[config.mk]
export PLATFORM = sky130hd
export DESIGN_NAME = ee354_ssd_scan_ctrl
export DESIGN_NICKNAME = d
export VERILOG_FILES = /design/src/rtl/ee354_ssd_scan_ctrl_pkg.sv /design/src/rtl/ee354_ssd_scan_ctrl_bin2bcd_seq.sv /design/src/rtl/ee354_ssd_scan_ctrl.sv
export SDC_FILE = /design/constraint.sdc
export NUM_CORES = 1
export LEC_CHECK = 0
export CAP_MARGIN = 40
export CELL_PAD_IN_SITES_DETAIL_PLACEMENT = 0
export CELL_PAD_IN_SITES_GLOBAL_PLACEMENT = 1
export CORE_MARGIN = 3
export CORE_UTILIZATION = 51
export DETAILED_ROUTE_END_ITERATION = 12
export GPL_TIMING_DRIVEN = 1
export PLACE_DENSITY = 0.95
export SLEW_MARGIN = 40
export SYNTH_ARGS = -nofsm -noshare
export SYNTH_HDL_FRONTEND = slang
export SYNTH_SLANG_ARGS = --single-unit
[constraint.sdc]
create_clock -name Clk -period 6.8 [get_ports Clk]
set_input_delay 1.02 -clock Clk [delete_from_list [all_inputs] [get_ports Clk]]
set_output_delay 1.02 -clock Clk [all_outputs]
set_load 0.02 [all_outputs]
[src/rtl/ee354_ssd_scan_ctrl_pkg.sv]
`default_nettype none
// ============================================================================
//  Module      : ee354_ssd_scan_ctrl_pkg
//  Description : Shared definitions for the seven-segment scan controller:
//                active-low cathode patterns {a,b,c,d,e,f,g,dp}, the
//                nibble-to-segment decoder and the control FSM encoding.
//  Revision    : 1.0 - initial release
// ============================================================================
package ee354_ssd_scan_ctrl_pkg;

    typedef enum logic [1:0] {
        ST_IDLE   = 2'd0,
        ST_CONV   = 2'd1,
        ST_COMMIT = 2'd2
    } state_t;

    localparam int         c_MAX_DIGITS = 8;

    localparam logic [7:0] c_SEG_0     = 8'b0000_0011;
    localparam logic [7:0] c_SEG_1     = 8'b1001_1111;
    localparam logic [7:0] c_SEG_2     = 8'b0010_0101;
    localparam logic [7:0] c_SEG_3     = 8'b0000_1101;
    localparam logic [7:0] c_SEG_4     = 8'b1001_1001;
    localparam logic [7:0] c_SEG_5     = 8'b0100_1001;
    localparam logic [7:0] c_SEG_6     = 8'b0100_0001;
    localparam logic [7:0] c_SEG_7     = 8'b0001_1111;
    localparam logic [7:0] c_SEG_8     = 8'b0000_0001;
    localparam logic [7:0] c_SEG_9     = 8'b0000_1001;
    localparam logic [7:0] c_SEG_A     = 8'b0001_0001;
    localparam logic [7:0] c_SEG_B     = 8'b1100_0001;
    localparam logic [7:0] c_SEG_C     = 8'b0110_0011;
    localparam logic [7:0] c_SEG_D     = 8'b1000_0101;
    localparam logic [7:0] c_SEG_E     = 8'b0110_0001;
    localparam logic [7:0] c_SEG_F     = 8'b0111_0001;
    localparam logic [7:0] c_SEG_DASH  = 8'b1111_1101;
    localparam logic [7:0] c_SEG_BLANK = 8'b1111_1111;

    function automatic logic [7:0] hex_to_seg(input logic [3:0] nibble);
        logic [7:0] seg;
        case (nibble)
            4'h0:    seg = c_SEG_0;
            4'h1:    seg = c_SEG_1;
            4'h2:    seg = c_SEG_2;
            4'h3:    seg = c_SEG_3;
            4'h4:    seg = c_SEG_4;
            4'h5:    seg = c_SEG_5;
            4'h6:    seg = c_SEG_6;
            4'h7:    seg = c_SEG_7;
            4'h8:    seg = c_SEG_8;
            4'h9:    seg = c_SEG_9;
            4'hA:    seg = c_SEG_A;
            4'hB:    seg = c_SEG_B;
            4'hC:    seg = c_SEG_C;
            4'hD:    seg = c_SEG_D;
            4'hE:    seg = c_SEG_E;
            default: seg = c_SEG_F;
        endcase
        return seg;
    endfunction

endpackage
`default_nettype wire

[src/rtl/ee354_ssd_scan_ctrl_bin2bcd_seq.sv]
`default_nettype none
// ============================================================================
//  Module      : ee354_bin2bcd_seq
//  Description : Sequential double-dabble binary-to-BCD converter, one bit
//                per cycle. Start loads Value; Done is high during the cycle
//                the last iteration is applied, so Bcd/Overflow are final on
//                the following cycle. Overflow is sticky for the conversion.
//  Ports       : Clk, Reset_n (async, active-low), Start, Value -> Done,
//                Bcd (NUM_DIGITS nibbles, nibble 0 = units), Overflow
//  Revision    : 1.0 - initial release
// ============================================================================
module ee354_bin2bcd_seq #(
    parameter int VALUE_W    = 8,
    parameter int NUM_DIGITS = 4
) (
    input  logic                    Clk,
    input  logic                    Reset_n,
    input  logic                    Start,
    input  logic [VALUE_W-1:0]      Value,
    output logic                    Done,
    output logic [4*NUM_DIGITS-1:0] Bcd,
    output logic                    Overflow
);

    localparam int                 c_BCD_W = 4 * NUM_DIGITS;
    localparam int                 c_W     = c_BCD_W + VALUE_W;
    localparam int                 c_CNT_W = $clog2(VALUE_W + 1);
    localparam logic [c_CNT_W-1:0] c_LAST  = c_CNT_W'(VALUE_W - 1);

    logic [c_BCD_W-1:0] r_bcd;
    logic [VALUE_W-1:0] r_bin;
    logic [c_CNT_W-1:0] r_cnt;
    logic               r_active;
    logic               r_ovf;

    logic [c_BCD_W-1:0] w_adj;
    logic [c_W-1:0]     w_cat;
    logic [c_W-1:0]     w_sh;

    // Add-3 correction on every nibble that would reach >= 10 after the shift
    genvar g;
    generate
        for (g = 0; g < NUM_DIGITS; g++) begin : g_adj
            assign w_adj[4*g +: 4] = (r_bcd[4*g +: 4] >= 4'd5) ?
                                     (r_bcd[4*g +: 4] + 4'd3) : r_bcd[4*g +: 4];
        end
    endgenerate

    assign w_cat = {w_adj, r_bin};
    assign w_sh  = {w_cat[c_W-2:0], 1'b0};
    assign Done  = r_active && (r_cnt == c_LAST);

    always_ff @(posedge Clk or negedge Reset_n) begin
        if (!Reset_n) begin
            r_bcd    <= '0;
            r_bin    <= '0;
            r_cnt    <= '0;
            r_active <= 1'b0;
            r_ovf    <= 1'b0;
        end else if (Start) begin
            r_bcd    <= '0;
            r_bin    <= Value;
            r_cnt    <= '0;
            r_active <= 1'b1;
            r_ovf    <= 1'b0;
        end else if (r_active) begin
            r_bcd <= w_sh[c_W-1:VALUE_W];
            r_bin <= w_sh[VALUE_W-1:0];
            r_cnt <= r_cnt + 1'b1;
            // A carry out of the top digit means the value needs more digits
            r_ovf <= r_ovf | w_cat[c_W-1];
            if (Done) begin
                r_active <= 1'b0;
            end
        end
    end

    assign Bcd      = r_bcd;
    assign Overflow = r_ovf;

endmodule
`default_nettype wire

[src/rtl/ee354_ssd_scan_ctrl.sv]
`default_nettype none
// ============================================================================
//  Module      : ee354_ssd_scan_ctrl
//  Description : Multiplexed seven-segment scan controller. Converts a binary
//                Value to decimal (sequential) or hex digits on Load, holds
//                them in a display register and scans them onto An/Seg with
//                leading-zero blanking, per-digit blink and overflow dashes.
//  Ports       : Clk, Reset_n (async, active-low), Value, Load, Hex_Mode,
//                Blink_En, Blink[NUM_DIGITS-1:0] -> Busy, Overflow,
//                An[7:0] (active-low anodes), Seg[7:0] (active-low cathodes)
//  Revision    : 1.0 - initial release
// ============================================================================
module ee354_ssd_scan_ctrl
    import ee354_ssd_scan_ctrl_pkg::*;
#(
    parameter int NUM_DIGITS = 4,
    parameter int VALUE_W    = 8,
    parameter int SCAN_DIV   = 18,
    parameter int BLINK_DIV  = 25,
    parameter int BLANK_LZ   = 1
) (
    input  logic                  Clk,
    input  logic                  Reset_n,
    input  logic [VALUE_W-1:0]    Value,
    input  logic                  Load,
    input  logic                  Hex_Mode,
    input  logic                  Blink_En,
    input  logic [NUM_DIGITS-1:0] Blink,
    output logic                  Busy,
    output logic                  Overflow,
    output logic [7:0]            An,
    output logic [7:0]            Seg
);

    localparam int c_DW = 4 * NUM_DIGITS;

    state_t                r_state;
    state_t                w_next;
    logic                  w_start;
    logic [VALUE_W-1:0]    r_value;
    logic                  r_hex;

    logic                  w_conv_done;
    logic [c_DW-1:0]       w_bcd;
    logic                  w_conv_ovf;

    logic [c_DW-1:0]       r_disp;
    logic [NUM_DIGITS-1:0] r_blank;
    logic                  r_ovf;

    logic [31:0]           w_val_ext;
    logic [c_DW-1:0]       w_new_digits;
    logic                  w_new_ovf;
    logic [NUM_DIGITS-1:0] w_new_blank;

    logic [SCAN_DIV-1:0]   r_presc;
    logic [2:0]            r_idx;
    logic [BLINK_DIV-1:0]  r_blink_cnt;
    logic                  r_phase;

    logic [3:0]            w_cur_digit;
    logic                  w_cur_blank;
    logic                  w_cur_blink;
    logic [7:0]            w_an_next;
    logic [7:0]            w_seg_next;
    logic [7:0]            r_an;
    logic [7:0]            r_seg;

    ee354_bin2bcd_seq #(
        .VALUE_W    (VALUE_W),
        .NUM_DIGITS (NUM_DIGITS)
    ) u_bin2bcd (
        .Clk      (Clk),
        .Reset_n  (Reset_n),
        .Start    (w_start),
        .Value    (Value),
        .Done     (w_conv_done),
        .Bcd      (w_bcd),
        .Overflow (w_conv_ovf)
    );

    // ------------------------------------------------------------ control FSM
    always_ff @(posedge Clk or negedge Reset_n) begin
        if (!Reset_n) begin
            r_state <= ST_IDLE;
            r_value <= '0;
            r_hex   <= 1'b0;
        end else begin
            r_state <= w_next;
            if (r_state == ST_IDLE && Load) begin
                r_value <= Value;
                r_hex   <= Hex_Mode;
            end
        end
    end

    always_comb begin
        w_next  = r_state;
        w_start = 1'b0;
        case (r_state)
            ST_IDLE: begin
                if (Load) begin
                    w_next  = Hex_Mode ? ST_COMMIT : ST_CONV;
                    w_start = !Hex_Mode;
                end
            end
            ST_CONV: begin
                if (w_conv_done) begin
                    w_next = ST_COMMIT;
                end
            end
            ST_COMMIT: w_next = ST_IDLE;
            default:   w_next = ST_IDLE;
        endcase
    end

    assign Busy = (r_state != ST_IDLE);

    // ------------------------------------------------------ commit candidates
    assign w_val_ext    = 32'(r_value);
    assign w_new_digits = r_hex ? w_val_ext[c_DW-1:0] : w_bcd;
    assign w_new_ovf    = r_hex ? (|(w_val_ext >> c_DW)) : w_conv_ovf;

    // A digit is blank when it and everything above it are zero. While
    // overflowing every digit carries a dash, so zero blanking is suppressed.
    always_comb begin
        logic w_run;
        w_new_blank = '0;
        w_run       = 1'b1;
        for (int i = NUM_DIGITS - 1; i >= 1; i--) begin
            w_run          = w_run && (w_new_digits[4*i +: 4] == 4'd0);
            w_new_blank[i] = (BLANK_LZ != 0) && !w_new_ovf && w_run;
        end
    end

    always_ff @(posedge Clk or negedge Reset_n) begin
        if (!Reset_n) begin
            r_disp  <= '0;
            r_blank <= '1;
            r_ovf   <= 1'b0;
        end else if (r_state == ST_COMMIT) begin
            r_disp  <= w_new_digits;
            r_blank <= w_new_blank;
            r_ovf   <= w_new_ovf;
        end
    end

    assign Overflow = r_ovf;

    // --------------------------------------------------- scan / blink timing
    always_ff @(posedge Clk or negedge Reset_n) begin
        if (!Reset_n) begin
            r_presc     <= '0;
            r_idx       <= 3'd0;
            r_blink_cnt <= '0;
            r_phase     <= 1'b0;
        end else begin
            r_presc     <= r_presc + 1'b1;
            r_blink_cnt <= r_blink_cnt + 1'b1;
            if (&r_presc) begin
                r_idx <= (r_idx == 3'(NUM_DIGITS - 1)) ? 3'd0 : (r_idx + 3'd1);
            end
            if (&r_blink_cnt) begin
                r_phase <= ~r_phase;
            end
        end
    end

    // ----------------------------------------------------------- output mux
    always_comb begin
        w_cur_digit = 4'd0;
        w_cur_blank = 1'b1;
        w_cur_blink = 1'b0;
        for (int i = 0; i < NUM_DIGITS; i++) begin
            if (r_idx == 3'(i)) begin
                w_cur_digit = r_disp[4*i +: 4];
                w_cur_blank = r_blank[i];
                w_cur_blink = Blink[i];
            end
        end
    end

    always_comb begin
        w_an_next  = 8'hFF;
        w_seg_next = c_SEG_BLANK;
        if (!w_cur_blank) begin
            w_seg_next = r_ovf ? c_SEG_DASH : hex_to_seg(w_cur_digit);
            if (!(Blink_En && w_cur_blink && r_phase)) begin
                w_an_next[r_idx] = 1'b0;
            end
        end
    end

    // An and Seg share one register stage so they always switch together
    always_ff @(posedge Clk or negedge Reset_n) begin
        if (!Reset_n) begin
            r_an  <= 8'hFF;
            r_seg <= 8'hFF;
        end else begin
            r_an  <= w_an_next;
            r_seg <= w_seg_next;
        end
    end

    assign An  = r_an;
    assign Seg = r_seg;

endmodule
`default_nettype wire

==> impl_metrics.toml, run 1 <==
[routing]
first_iter_violations = 281
viasPerCell = 5.44
drt-met1-wl_mm = 5.20
met3RoutedLength_um = 364
top_layer = "met4"
ant_nets = 0
routed-via-count = 4045
route.detailed.drc = 0
routed_wirelength_mm = 11.3
drt-wirelength-per-cell_um = 15.2
drt-pass1-iter-count = 4
wl_met2_mm = 5.66

[setup_path]
cp-startpoint = "r_idx[1]"
crit_family = "compound AO/OA/AOI/OAI gates"
max_stage_delay_ns = 0.42
r2r_slack_ns = 3.96
critPathKind = "reg -> reg"
endpoint_kind = "flip-flop"
startpoint_type_of_the_worst_setup_path = "flip-flop"
reg2reg_to = "Seg[1]"
crit_slowest_cell = "dfrtp_1"
ff2ff_path_depth = 11
worst_r2r_startpoint = "r_idx[1]"
worst_ep_arrival_time_ns = 3.18
path_max_fanout = 7
worst_path_buffer_plus_inverter_count = 2
cp_data_required_time_ns = 7.13
timing.critical_path.cells = "inv_1, ha_1, nor2b_4, a221oi_1, a2111oi_0, a21oi_1, inv_1, ha_1, o21a_1, a31oi_1, o31ai_1"

[cells_and_area]
final_nets = 630
multiInputGateArea_um2 = 2610
most_common_library_cell_in_the_layout_ignoring_fill_and_taps = "dfrtp_1"
layout_common_cells = "dfrtp_1 (104), nand2_1 (64), nor2_1 (36), xnor2_1 (36), clkdlybuf4s50_1 (32)"
final-seq-area_um2 = 3130
drive_gt1_frac = 0.123
area_growth_pct = 18.0
num_antenna_cells = 0
num-fill-cells = 832

[yosys]
synthesis.area_per_instance_um2 = 10.6
synth_seq_cells = 124
synth_flop_cell = "dfrtp_1"
post_synth_arst_share = 1.00
yosysSeqAreaShare = 0.532
synth-edff-count = 0
yosys_warnings = 0
synthesized_instance_count = 553
post_synth_instance_area_um2 = 5880
yosysUniqueCellTypes = 56

[floorplan]
die_width_um = 113
fp.dieArea_um2 = 12900
fp.coreArea_um2 = 11000
io-pin-count = 35
initial_core_utilization = 0.533
placementRows = 38
die_y_um = 113

[timing]
fin_hold_ws_ns = 0.469
slew_headroom = 0.534
finalMaxSlewViolations = 0
setup-violations-final = 0
setup_total_negative_slack_ns = 0
period_needed_ns = 2.84
period_share = 0.418
timing.clock.skew_ns = 0.0224
finalHoldViolCount = 0
worst_slew_pin_slew_ns = 0.693
fmaxAchievable_mhz = 352
rsz0062_at_grt = "no"

[placed_design]
port_buffers = 33
dp.final_hpwl_mm = 7.57
gp_congestion = 0.860

[min_path]
number_of_cells_on_the_worst_hold_path = 1
timing.hold.worst.class = "reg -> reg"
hold_path.startpoint = "r_blink_cnt[8]"
hold_path_end = "r_blink_cnt[8]"

[power]
powerDensity_nw_per_um2 = 409
power.static_leakage_uw = 0.00316
vdd_drop_max_mv = 0.219

[clock_tree]
post_cts.repair.setup_buffers = 0
post_cts_resized = 0
cts_max_path_buffers = 2
post_cts_hold_buffer_count = 0
tritoncts_clock_tree = "built"
cts.sinks = 124
cts.root.buffer_cell = "clkbuf_16"
clk_transition_reported_paths_ns = 0.05
cts_htree_levels = 4
clock_latency_ns = 0.41
cts_inserted_buffers = 17

[outcome]
status = "completed"

[global_routing]
grt_start_max_net_pins = 87
overflow = 0
globalRouteTotalUtil = 0.191
grt_pass1_wl_mm = 19.8
antenna_violations_before_repair = 0
vias_in_the_first_global_route = 4139

[run]
cap_violations = 0
layout make-up:
cell class	instances	share of cell area
sequential	124	0.451
clock buffer	26	0.0734
inverter	19	0.0103
tap	140	0.0252
clock inverter	6	0.0119
multi-input combinational	392	0.376
timing repair buffer	37	0.0525
synth_stat cells (3+ instances only):
master	n	area share
buf_2	7	0.0060
or4_1	3	0.0038
and4_1	4	0.0060
nor3b_1	6	0.0077
mux2_2	9	0.017
a211oi_1	5	0.0064
a21oi_1	17	0.014
nor3_1	3	0.0026
ha_1	22	0.047
nor2_1	36	0.023
nand3_1	29	0.025
mux2i_1	25	0.043
nand2b_1	13	0.014
o21ai_0	28	0.024
dfrtp_1	105	0.45
xor2_1	12	0.018
nand4_1	8	0.0085
and3_1	8	0.0085
o31ai_1	6	0.0077
dfstp_2	19	0.085
inv_1	18	0.011
a221oi_1	3	0.0045
o21ai_1	13	0.011
xnor2_1	36	0.054
nor2b_1	4	0.0043
nand2_1	64	0.041
clkbuf_1	14	0.0089
registers in the layout (all words and copies together) (netlist names), 2 cells and up:
| register | flops |
|---|---|
| r_blink_cnt | 25 |
| r_presc | 18 |
| r_disp | 16 |
| u_bin2bcd.Bcd | 16 |
| An | 8 |
| r_value | 8 |
| u_bin2bcd.r_bin | 8 |
| Seg | 7 |
| r_blank | 4 |
| u_bin2bcd.r_cnt | 4 |
| r_idx | 3 |
| r_state | 2 |
layer usage:
| metal | vias up | GRT usage |
|---|---|---|
| met5 | - | 0 |
| met4 | 0 | 0.0657 |
| met3 | 6 | 0.0477 |
| met2 | 62 | 0.306 |
| met1 | 1996 | 0.256 |
| li1 | 1981 | - |
report_power, final:
part / internal (µW) / leakage [µW] / switching (µW)
Sequential: 944 / 0.00156 / 186
Clock: 586 / 0.000290 / 300
Combinational: 375 / 0.00131 / 447
how the worst max path moves through the flow:
stage,end,slack [ns],cells after the start
global placement,Seg[1],4.14,11
global route,Seg[1],3.75,11
finish,Seg[1],3.96,11
detailed placement,Seg[1],4.08,11
CTS,Seg[1],3.95,11
floorplan,Seg[4],4.44,10
logic make-up after synthesis:
logic type / share of synthesized area
AOI/OAI and AO/OA: 0.0968
xor gates and xnor gates: 0.0715
adders and majority gates: 0.0468
buffers and inverters: 0.0283
DFF: 0.532
muxes: 0.0598
other: 0.000638
and+or+nand+nor: 0.164
through the flow:
step	cells	total power, µW	setup WS, ns	instance area, µm²	utilization
final	744	2840	3.96	6940	0.629
after global routing	744	3020	3.75	6940	0.629
after CTS	744	2860	3.95	6930	0.629
after detailed placement	712	1940	4.08	6340	0.575
after global placement	712	1900	4.14	6340	0.575
after floorplan	557	1700	4.44	5900	-
(Power assumes the default switching activity.)
==> run 2: changes to the inputs <==
--- a/config.mk
+++ b/config.mk
@@ -9,10 +9,10 @@
 export CELL_PAD_IN_SITES_DETAIL_PLACEMENT = 0
 export CELL_PAD_IN_SITES_GLOBAL_PLACEMENT = 1
 export CORE_MARGIN = 3
-export CORE_UTILIZATION = 51
+export CORE_UTILIZATION = 47
 export DETAILED_ROUTE_END_ITERATION = 12
 export GPL_TIMING_DRIVEN = 1
-export PLACE_DENSITY = 0.95
+export PLACE_DENSITY = 0.89
 export SLEW_MARGIN = 40
 export SYNTH_ARGS = -nofsm -noshare
 export SYNTH_HDL_FRONTEND = slang
==> constraint.sdc (replaced) <==
create_clock -name Clk -period 2.85 [get_ports Clk]
set_input_delay 0.4275 -clock Clk [delete_from_list [all_inputs] [get_ports Clk]]
set_output_delay 0.4275 -clock Clk [all_outputs]
set_load 0.02 [all_outputs]
==> run 2 against run 1 <==
Compared with the run above: total power is 140% higher; fmax is 9.0% higher; sequential power is 140% higher; global-route usage is 2.1 points lower; setup slack worse by 3.7 ns; clock power is 140% higher; cell count is 4.3% higher; critical path depth stayed put; largest cell class unchanged; sequential share of layout area is 0.42 points lower.
==> impl_metrics.toml, run 2 (same netlist as run 1, synthesis figures left out) <==
[clock_tree]
clock_latency_ns = 0.41
cts_max_path_buffers = 2
cts_htree_levels = 4
clk_transition_reported_paths_ns = 0.05
post_cts_hold_buffer_count = 0
cts.root.buffer_cell = "clkbuf_16"
post_cts.repair.setup_buffers = 0
cts_inserted_buffers = 17
tritoncts_clock_tree = "built"
cts.sinks = 124

[power]
power.share.combinational = 0.285
vdd_drop_max_mv = 0.473
power.share.switching = 0.324
seq_power_share = 0.399
powerDensity_nw_per_um2 = 964
cellInternalPower_uw = 4560
post-layout-total-power_uw = 6750
power.static_leakage_uw = 0.00318
p_clk_frac = 0.315
power.switching_uw = 2190

[placed_design]
dp.final_hpwl_mm = 7.51
post_placement_cell_count = 744
gp_congestion = 0.825
port_buffers = 33

[cells_and_area]
layout_top_registers = "r_blink_cnt (25), r_presc (18)"
most_common_library_cell_in_the_layout_ignoring_fill_and_taps = "dfrtp_1"
num-fill-cells = 1049
drive_gt1_frac = 0.128
max_flop_register = "r_blink_cnt"
area_growth_pct = 19.0
layout_common_cells = "dfrtp_1 (105), nand2_1 (64), nor2_1 (36), xnor2_1 (36), clkdlybuf4s50_1 (32)"
final_nets = 634
number_of_flip_flops_in_the_largest_register = 25
layoutNonFillerInstCount = 776
num_antenna_cells = 0

[timing]
period_needed_ns = 2.61
fmaxAchievable_mhz = 383
timing.clock.skew_ns = 0.00539
finalHoldViolCount = 0
rsz0062_at_grt = "no"
worst_slew_pin_slew_ns = 0.814
slew_headroom = 0.458
finalMaxSlewViolations = 0
setup-violations-final = 0
setup_total_negative_slack_ns = 0
period_share = 0.915

[floorplan]
fp.dieArea_um2 = 13900
placementRows = 40
die_y_um = 118
io-pin-count = 35
die_width_um = 118
fp.coreArea_um2 = 12100
initial_core_utilization = 0.486

[setup_path]
endpoint_kind = "flip-flop"
cp_data_required_time_ns = 3.19
critPathKind = "reg -> reg"
path_max_fanout = 7
worst_ep_arrival_time_ns = 2.94
startpoint_type_of_the_worst_setup_path = "flip-flop"

[routing]
routed-via-count = 4068
first_iter_violations = 207
drt-wirelength-per-cell_um = 14.0
routed_wirelength_mm = 10.9
ant_nets = 0
viasPerCell = 5.24
drt-pass1-iter-count = 4
route.detailed.drc = 0

[run]
cap_violations = 0

[global_routing]
grt_pass1_wl_mm = 19.2
overflow = 0
antenna_violations_before_repair = 0
vias_in_the_first_global_route = 4088
grt_start_max_net_pins = 50
globalRouteTotalUtil = 0.170

[min_path]
timing.hold.worst.class = "in -> async"

[outcome]
status = "completed"
==> run 2: per-stage QoR <==
stage	worst slack (ns)	hold slack, ns	cell area [µm²]	util
floorplan	0.487	0.132	5900	-
global placement	0.346	0.452	6400	0.529
detailed placement	0.184	0.457	6400	0.529
CTS	0.182	0.0511	7000	0.578
global route	0.0719	0.0740	7000	0.578
finish	0.241	0.0315	7000	0.578
==> run 2: layout make-up <==
cell class	instances	area (µm²)	area share
clock inverters	6	83.8	0.0120
repair buffers	41	388	0.0554
inverters	19	71.3	0.0102
multi-input cells	392	2610	0.373
flip-flops and latches	124	3130	0.447
clock buffers	26	509	0.0727
well taps	168	210	0.0300
==> run 2: repair_timing <==
| item | CTS | global route |
|---|---|---|
| setup endpoints to repair | 0 | 2 |
| endpoints found under the hold margin | 0 | 0 |
| resized for setup | 0 | 2 |
==> run 2: routing by layer <==
layer  track usage  wire length (µm)  vias up
met5             0                 0        -
met2         0.268              5110       74
met4        0.0667               183        0
li1              -                 -     1988
met3        0.0543               462       17
met1         0.220              5120     1989
==> run 2: power by group through the flow <==
stage          Sequential (µW)  Clock [µW]  Combinational, µW
3_5_place_dp              2720           0               1930
2_1_floorplan             2610           0               1450
5_1_grt                   2770        2250               2190
4_1_cts                   2690        2170               1950
3_3_place_gp              2700           0               1840
6_report                  2690        2130               1920
==> run 2: worst paths after layout <==
| path | from | endpoint | slack, ns | cells after the start |
|---|---|---|---|---|
| max | r_idx[1] | Seg[1] | 0.24 | 11 |
| max reg2reg | r_idx[1] | Seg[1] | 0.24 | 11 |
| min | Reset_n | r_disp[12] | 0.03 | 1 |
| min in group Clk | r_blink_cnt[22] | r_blink_cnt[22] | 0.46 | 1 |
| min reg2reg | r_blink_cnt[22] | r_blink_cnt[22] | 0.46 | 1 |
| max in group asynchronous | Reset_n | An[7] | 2.08 | 2 |
==> run 2: worst max-delay path, cell delays in order, from the launching register on <==
cell and delay (ns):
dfrtp_1 0.43, inv_1 0.17, ha_2 0.31, nor2b_4 0.08
a221oi_1 0.27, a2111oi_1 0.10, a21oi_1 0.35, inv_1 0.17
ha_1 0.23, o21a_1 0.18, a31oi_1 0.13, o31ai_1 0.09
==> run 3: changes to the inputs <==
--- a/config.mk
+++ b/config.mk
@@ -5,11 +5,12 @@
 export SDC_FILE = /design/constraint.sdc
 export NUM_CORES = 1
 export LEC_CHECK = 0
-export CAP_MARGIN = 40
+export ABC_AREA = 1
+export CAP_MARGIN = 20
 export CELL_PAD_IN_SITES_DETAIL_PLACEMENT = 0
 export CELL_PAD_IN_SITES_GLOBAL_PLACEMENT = 1
 export CORE_MARGIN = 3
-export CORE_UTILIZATION = 47
+export CORE_UTILIZATION = 46
 export DETAILED_ROUTE_END_ITERATION = 12
 export GPL_TIMING_DRIVEN = 1
 export PLACE_DENSITY = 0.89
==> run 3 against run 2 <==
Compared with the run above: first-iteration DRC count grew 49%; clock power is 12% lower; clock skew rose by 0.0021 ns; non-clock buffer count decreased by 1; critical path depth increased by 5; critical endpoint is now Seg[6]; highest routed layer unchanged.
==> impl_metrics.toml, run 3 <==
[outcome]
status = "completed"

[yosys]
synthesis.area_per_instance_um2 = 9.06
yosysSeqAreaShare = 0.513
post_synth_instance_area_um2 = 6100
yosys.area.top_type = "dfrtp_1"
post_synth_arst_share = 1.00
synth-edff-count = 0
synthMostInstantiatedCell = "nand2_1"
yosys.area.top_type_share = 0.431
yosysUniqueCellTypes = 44
yosys_warnings = 0
post_synth_most_frequent_cells = "nand2_1 (145), dfrtp_1 (105), inv_1 (77), nand3_1 (59), o21ai_0 (49)"
synth_seq_cells = 124
post_synth_main_area_contributors = "dfrtp_1 (43%), nand2_1 (8.9%), dfstp_2 (8.2%), nand3_1 (4.8%), inv_1 (4.7%)"
synth_flop_cell = "dfrtp_1"
synthesized_instance_count = 673

[clock_tree]
clk_transition_reported_paths_ns = 0.05
cts_inserted_buffers = 17
cts_max_path_buffers = 2
post_cts_resized = 0
post_cts_hold_buffer_count = 0
post_cts.repair.setup_buffers = 0
tritoncts_clock_tree = "built"
cts.sinks = 124
cts.root.buffer_cell = "clkbuf_16"
cts_htree_levels = 4
clock_latency_ns = 0.41

[routing]
first_iter_violations = 308
drt-pass1-iter-count = 4
route.detailed.drc = 0
drt-wirelength-per-cell_um = 13.7
routed_wirelength_mm = 12.5
ant_nets = 0
viasPerCell = 5.09
routed-via-count = 4646

[power]
powerDensity_nw_per_um2 = 913
seq_power_share = 0.394
power.switching_uw = 2330
power.share.switching = 0.356
p_clk_frac = 0.286
vdd_drop_max_mv = 0.524
cellInternalPower_uw = 4220
power.static_leakage_uw = 0.00342
power.share.combinational = 0.319

[placed_design]
port_buffers = 33
dp.final_hpwl_mm = 9.03
gp_congestion = 0.853
postPlaceCellArea_um2 = 6660

[timing]
finalMaxSlewViolations = 0
setup_total_negative_slack_ns = 0
worst_slew_pin_slew_ns = 0.594
fin_hold_ws_ns = 0.0281
fmaxAchievable_mhz = 452
finalHoldViolCount = 0
rsz0062_at_grt = "no"
setup-violations-final = 0
period_share = 0.777
period_needed_ns = 2.21
slew_headroom = 0.604
timing.clock.skew_ns = 0.00745

[cells_and_area]
area_growth_pct = 17.7
num_antenna_cells = 0
fin_area_um2 = 7170
drive_gt1_frac = 0.126
final_nets = 766
most_common_library_cell_in_the_layout_ignoring_fill_and_taps = "nand2_1"
num-fill-cells = 1144
layout_common_cells = "nand2_1 (145), dfrtp_1 (105), inv_1 (77)"
layout_top_registers = "r_blink_cnt (25), r_presc (18)"
number_of_flip_flops_in_the_largest_register = 25
max_flop_register = "r_blink_cnt"

[setup_path]
startpoint_type_of_the_worst_setup_path = "flip-flop"
r2r_slack_ns = 0.64
cp_data_required_time_ns = 3.18
timing.critical_path.cells = "inv_1, ha_1, inv_1, nor2_2, nand2_1, nand2_1, nand2_1, nand3_1, nand2_1, inv_1, ha_1, inv_1, nand3_1, nand3_1, nand2_1, nand2_1"
reg2reg_to = "Seg[6]"
endpoint_kind = "flip-flop"
worst_r2r_startpoint = "r_idx[1]"
cp_common_cell = "nand2_1"
crit_slowest_cell = "dfrtp_1"
ff2ff_path_depth = 16
critPathKind = "reg -> reg"
path_max_fanout = 6
max_stage_delay_ns = 0.41
worst_ep_arrival_time_ns = 2.55

[floorplan]
placementRows = 41
fp.dieArea_um2 = 14700
initial_core_utilization = 0.477
io-pin-count = 35
die_width_um = 121
fp.coreArea_um2 = 12800
die_y_um = 121

[global_routing]
grt_pass1_wl_mm = 22.2
overflow = 0
globalRouteTotalUtil = 0.190
vias_in_the_first_global_route = 4725
antenna_violations_before_repair = 0
grt_start_max_net_pins = 46

[run]
cap_violations = 0

[min_path]
timing.hold.worst.class = "in -> async"
## run 3: per-layer routing
metal	vias to the layer above	GRT usage	wire (µm)
met1	2239	0.255	5830
li1	2299	-	-
met3	9	0.0490	549
met5	-	0	0
met4	0	0.0791	120
met2	99	0.295	6030
## run 3: cells by family (layout without fill, tap and decap cells)
family | count (synthesis) | after routing | share of synthesized area
compound gates | 89 | 89 | 0.0854
xor+xnor | 45 | 45 | 0.0646
fa+ha+maj | 22 | 22 | 0.0451
buf+inv | 96 | 159 | 0.0616
flops | 124 | 124 | 0.513
other cells | 1 | 5 | 0.000615
simple gates | 296 | 296 | 0.230
## run 3: critical path, delay by kind of cell, from the launching register on
| family | cells | cell delay [ns] |
|---|---|---|
| adders and majority gates | 2 | 0.44 |
| and+or+nand+nor | 10 | 0.87 |
| buffers and inverters | 4 | 0.42 |
| DFF | 1 | 0.41 |
## run 3: how the worst max path moves through the flow
stage | from | endpoint | slack [ns] | cells after the start
2_1_floorplan | r_idx[1] | Seg[6] | 0.92 | 16
3_5_place_dp | r_idx[1] | Seg[6] | 0.65 | 16
6_report | r_idx[1] | Seg[6] | 0.64 | 16
4_1_cts | r_idx[1] | Seg[6] | 0.64 | 16
5_1_grt | r_idx[1] | Seg[6] | 0.32 | 16
3_3_place_gp | r_idx[1] | Seg[6] | 0.75 | 16
## run 3: cell type report
| class | count | area [µm²] | share of cell area |
|---|---|---|---|
| multi-input cells | 457 | 2610 | 0.364 |
| clock buffers | 29 | 500 | 0.0698 |
| flip-flops and latches | 124 | 3130 | 0.436 |
| repair buffers | 40 | 380 | 0.0530 |
| inverters | 87 | 327 | 0.0455 |
| well taps | 172 | 215 | 0.0300 |
| clock inverters | 3 | 15.0 | 0.00209 |
## run 3: power by group through the flow
stage               registers [µW]  logic (µW)  clock network, µW
floorplan                     2580        1470                  0
global placement              2590        2030                  0
detailed placement            2600        2080                  0
CTS                           2580        2100               1920
global route                  2640        2410               2010
finish                        2580        2090               1870
## run 3: metrics by stage
stage / util / power (µW) / cells / setup WS (ns)
after detailed placement: 0.521 / 4690 / 880 / 0.652
after global routing: 0.562 / 7050 / 912 / 0.323
after floorplan: - / 4040 / 677 / 0.917
final: 0.562 / 6550 / 912 / 0.637
after CTS: 0.562 / 6590 / 912 / 0.645
after global placement: 0.521 / 4610 / 880 / 0.749
